<file path="config.mk">
export PLATFORM = sky130hd
export DESIGN_NAME = alarm_snooze_ctrl
export DESIGN_NICKNAME = d
export VERILOG_FILES = /design/src/rtl/alarm_snooze_ctrl.sv
export SDC_FILE = /design/constraint.sdc
export NUM_CORES = 1
export LEC_CHECK = 0
export CAP_MARGIN = 20
export CORE_MARGIN = 2
export CORE_UTILIZATION = 30
export CTS_BUF_LIST = sky130_fd_sc_hd__clkbuf_4 sky130_fd_sc_hd__clkbuf_8
export DETAILED_ROUTE_END_ITERATION = 10
export PLACE_DENSITY = 0.49
export SLEW_MARGIN = 20
export SYNTH_ARGS = -nofsm -noshare
export SYNTH_HDL_FRONTEND = slang
export SYNTH_SLANG_ARGS = --single-unit
</file>
<file path="constraint.sdc">
create_clock -name clk_1s -period 3.4 [get_ports clk_1s]
set_input_delay 0.34 -clock clk_1s [delete_from_list [all_inputs] [get_ports clk_1s]]
set_output_delay 0.34 -clock clk_1s [all_outputs]
set_load 0.05 [all_outputs]
</file>
<file path="src/rtl/alarm_snooze_ctrl.sv">
// Alarm ringing-session controller: consumes the latched alarm level, clears the
// upstream latch with a one-cycle stop pulse, then runs ring / snooze / dismiss /
// timeout for the event on the 1 Hz tick.
module alarm_snooze_ctrl #(
    parameter int SNOOZE_SEC       = 300,
    parameter int RING_TIMEOUT_SEC = 60,
    parameter int MAX_SNOOZE       = 3
) (
    input  logic       clk_1s,
    input  logic       reset,
    input  logic       alarm_in,
    input  logic       snooze_btn,
    input  logic       dismiss_btn,
    output logic       stop_al,
    output logic       buzzer,
    output logic       ringing,
    output logic       snoozing,
    output logic [1:0] state,
    output logic [2:0] snooze_cnt,
    output logic [9:0] snooze_left,
    output logic       timed_out
);

    typedef enum logic [1:0] {
        IDLE   = 2'd0,
        RING   = 2'd1,
        SNOOZE = 2'd2
    } state_t;

    localparam logic [9:0] SNOOZE_LEN   = 10'(SNOOZE_SEC);
    localparam logic [7:0] TIMEOUT_LAST = 8'(RING_TIMEOUT_SEC - 1);
    localparam logic [2:0] MAX_CNT      = 3'(MAX_SNOOZE);

    state_t     cur_state, nxt_state;
    logic [7:0] ring_timer, nxt_timer;
    logic [9:0] nxt_left;
    logic [2:0] nxt_cnt;
    logic       nxt_to;
    logic       nxt_stop;
    logic       armed, nxt_armed;

    // State and session registers; everything clears immediately on reset.
    always_ff @(posedge clk_1s or posedge reset) begin
        if (reset) begin
            cur_state   <= IDLE;
            ring_timer  <= '0;
            snooze_left <= '0;
            snooze_cnt  <= '0;
            timed_out   <= 1'b0;
            stop_al     <= 1'b0;
            armed       <= 1'b0;
        end else begin
            cur_state   <= nxt_state;
            ring_timer  <= nxt_timer;
            snooze_left <= nxt_left;
            snooze_cnt  <= nxt_cnt;
            timed_out   <= nxt_to;
            stop_al     <= nxt_stop;
            armed       <= nxt_armed;
        end
    end

    // Next-state and next-counter logic for the ringing session.
    always_comb begin
        nxt_state = cur_state;
        nxt_timer = ring_timer;
        nxt_left  = snooze_left;
        nxt_cnt   = snooze_cnt;
        nxt_to    = timed_out;
        nxt_stop  = 1'b0;
        // Re-arm only after the upstream level has been seen low, so the latch
        // (which clears one edge after stop_al) cannot retrigger the event.
        nxt_armed = armed | ~alarm_in;
        unique case (cur_state)
            IDLE: begin
                if (alarm_in && armed) begin
                    nxt_state = RING;
                    nxt_timer = '0;
                    nxt_cnt   = '0;
                    nxt_to    = 1'b0;
                    nxt_stop  = 1'b1;
                    nxt_armed = 1'b0;
                end
            end
            RING: begin
                nxt_timer = ring_timer + 8'd1;
                if (dismiss_btn) begin
                    nxt_state = IDLE;
                    nxt_left  = '0;
                end else if (snooze_btn && (snooze_cnt < MAX_CNT)) begin
                    nxt_state = SNOOZE;
                    nxt_left  = SNOOZE_LEN;
                    nxt_cnt   = snooze_cnt + 3'd1;
                end else if (ring_timer == TIMEOUT_LAST) begin
                    nxt_state = IDLE;
                    nxt_to    = 1'b1;
                    nxt_left  = '0;
                end
            end
            SNOOZE: begin
                nxt_left = snooze_left - 10'd1;
                if (dismiss_btn) begin
                    nxt_state = IDLE;
                    nxt_left  = '0;
                end else if (snooze_left == 10'd1) begin
                    nxt_state = RING;
                    nxt_timer = '0;
                    nxt_left  = '0;
                end
            end
            default: begin
                nxt_state = IDLE;
                nxt_left  = '0;
            end
        endcase
    end

    // Decoded outputs; buzzer beeps on even seconds of the ring session.
    always_comb begin
        state    = cur_state;
        ringing  = (cur_state == RING);
        snoozing = (cur_state == SNOOZE);
        buzzer   = (cur_state == RING) && !ring_timer[0];
    end

endmodule
</file>
==> key figures <==
Timing
  – Slew headroom: 52.3%
  – Pins over their slew limit: 0
  – Final setup vio count: 0
  – Period minus WS final: 2.77 ns
  – Hold Vio Cnt, Final: 0
  – TNS Setup: 0 ns
  – Fmax achieved: 0.361 GHz
  – Unrepaired setup endpoints after global routing: false
  – Final worst-path cycle share: 81.5%
  – Hold Slack: 0.432 ns
  – Clk_skew: 0.00545 ns
  – Tightest Pin Transition: 0.709 ns

Clock network
  – Number of H-tree levels: 1
  – Clock Tree Buf Depth: 2
  – Clock slew at reported path FFs: 0.09 ns
  – Post-CTS Resized: 0
  – Post-CTS Hold Buffers: 0
  – Clk_lat worst skew: 0.27 ns
  – CTS Sinks: 26
  – Root Buffer: clkbuf_8
  – Setup Buffers After CTS: 0
  – Total CTS buffers: 3
  – CTS tree: done

Critical path
  – Crit path arrival time: 2.43 ns
  – CP Cell Sequence: inv_1, ha_1, inv_1, nor2_1, clkdlybuf4s50_1
  – CP Launch Point: state[1]
  – Critical path's slowest cell: clkdlybuf4s50_1
  – Worst Setup EP: buzzer
  – Crit path depth: 5
  – Critical path fanouts, max: 11
  – Worst r2r src: snooze_left[1]
  – Worst path most repeated cell: inv_1
  – RR Endpoint: ring_timer[6]
  – Worst R2R Setup Slack: 0.82 ns
  – Worst Setup End Kind: output port
  – Crit-path leading delay family: buffers and inverters
  – Setup crit start kind: flip-flop
  – Buf+Inv Stages, Crit Path: 3
  – CP peak stage delay: 0.81 ns
  – Worst EP required: 3.06 ns
  – R2R depth: 6
  – Crit path kind: flip-flop to output port

Power and ir drop
  – Sequential power share: 25.9%
  – Leakage: 0.846 nW
  – Clk network pwr share: 10.9%
  – Tot Pwr: 1.85 mW
  – Net Switching: 0.943 mW
  – Pwr/cell area: 919 nW/µm²
  – Power share of the combinational group: 63.2%
  – Sw Share: 51.1%
  – Peak supply drop: 500 µV
  – Internal: 0.904 mW

Placed design
  – Port Buffers: 24
  – Inst Count DP: 257
  – Dpl hpwl: 2970 µm
  – Final Wtd Congestion: 0.818

Die
  – Initial Utilization: 30.8%
  – IO Pins: 25
  – Core Area: 5440 µm²
  – Rows: 27
  – Die Ht: 78.7 µm
  – Die area: 6190 µm²
  – Die width: 78.7 µm

Min path
  – Hold Crit Class: primary input to asynchronous set/reset pin

Synth
  – Post-synthesis cell area: 1670 µm²
  – Synth top area cells: dfrtp_1, ha_1, o31ai_1
  – Synthesized instance count: 170
  – Mapped Nets: 183
  – Synth top area share: 38.9%
  – Top FF cell, synth: dfrtp_1
  – Register area share after synthesis: 38.9%
  – EDFF count, synth: 0
  – Unique cell type count in the Yosys netlist: 51
  – FF+latch count, synth: 26
  – Syn. warnings: 0
  – Async SR Flop Fraction: 100%
  – Post-synth top area cell: dfrtp_1
  – Synthesized area per cell: 9.85 µm²

Route
  – Drt drc: 0
  – First DRT Iteration DRCs: 131
  – First drt pass iteration count: 4
  – Wirelength per Cell: 15.1 µm
  – Vias post-DR: 1,459
  – Number of routed nets with antenna violations: 0
  – Final wirelength: 3930 µm
  – Drt via density: 5.59

Final layout
  – Cell Count, Final, Fillers Out: 261
  – Area grow syn2layout: 20.0%
  – Layout cells sized above 1: 7.41%
  – Commonest cells after routing, fill and taps aside: dfrtp_1, clkdlybuf4s50_1, o21ai_0
  – Nets@finish: 203
  – Ant. Diodes: 0
  – Most common cell after layout, fill and taps aside: dfrtp_1
  – Number of fill cells: 545

Global routing
  – GRT overflow: 0
  – First-pass GRT wire length: 6570 µm
  – Initial antenna violation count: 0
  – Total GRT Usage: 13.3%
  – Largest net degree at the start of global routing: 27
  – Vias in the first global route: 1,291

Flow run
  – Number of max-cap violations: 0

Status
  – Status: finished, final reports clean
==> worst min path at each step <==
stage,end,slack [ns],depth (start not counted),start
global route,snooze_left[7],0.50,2,reset
detailed placement,ring_timer[7],0.51,1,ring_timer[7]
CTS,ring_timer[7],0.52,1,ring_timer[7]
global placement,ring_timer[7],0.51,1,ring_timer[7]
floorplan,armed,0.38,1,reset
finish,snooze_cnt[0],0.43,2,reset
==> cells in the mapped netlist, types with 4 or more instances <==
library cell / count
nand2b_1: 5
o221ai_1: 5
a21oi_1: 4
ha_1: 8
o31ai_1: 12
clkbuf_1: 6
dfrtp_1: 26
nand2_1: 5
o21ai_0: 13
inv_1: 9
nor2_1: 7
a22o_1: 4
nor4_1: 4
==> routing by layer <==
metal	GRT usage [%]	vias to the layer above	part of all wire [%]
met5	0	-	0
met4	4.21	0	1.0
met3	2.16	4	4.1
met2	20.8	32	45
met1	18.9	714	50
li1	-	709	-
==> logic make-up (layout without fill, tap and decap cells) <==
logic type                 Yosys count  after routing  share of synthesized area [%]
muxes                                4              4                           2.62
AOI/OAI and AO/OA                   65             65                           29.8
buffers and inverters               20             39                           5.90
adders and majority gates            8              8                           5.98
and+or+nand+nor                     47             47                           16.8
DFF                                 26             26                           38.9
==> stage by stage <==
stage                     instance area [µm²]  utilization (%)  setup WS, ns
final                                    2010             36.9         0.629
after global routing                     2010             36.9         0.476
after CTS                                2010             36.9         0.610
after detailed placement                 1950             35.9         0.830
after global placement                   1950             35.9         0.883
after floorplan                          1670                -         0.636
==> flip-flops by register name, indices dropped and copies added, names as in the netlist <==
| register | cells |
|---|---|
| armed | 1 |
| ring_timer | 8 |
| snooze_cnt | 3 |
| snooze_left | 10 |
| state | 2 |
| stop_al | 1 |
| timed_out | 1 |
==> power by group through the flow <==
stage | clock network, mW | logic (mW) | registers [mW]
finish | 0.202 | 1.17 | 0.479
floorplan | 0 | 0.734 | 0.649
global route | 0.232 | 1.26 | 0.492
global placement | 0 | 1.16 | 0.478
detailed placement | 0 | 1.16 | 0.483
CTS | 0.215 | 1.17 | 0.476
==> final cells by class <==
| type | instances | area, µm² | share of cell area [%] |
|---|---|---|---|
| clock buffers | 4 | 55.1 | 2.74 |
| inverters | 9 | 33.8 | 1.68 |
| multi-input cells | 124 | 925 | 46.0 |
| flip-flops and latches | 26 | 651 | 32.4 |
| well taps | 72 | 90.1 | 4.48 |
| repair buffers | 26 | 255 | 12.7 |
==> worst reg2reg max path, cell delays in order (launching register included) <==
cell,delay [ns]
dfrtp_1,0.42
inv_1,0.09
ha_1,0.13
or4b_1,0.53
o41a_1,0.50
or3_1,0.49
o41ai_2,0.34
Power figures use the tool's default switching activity.
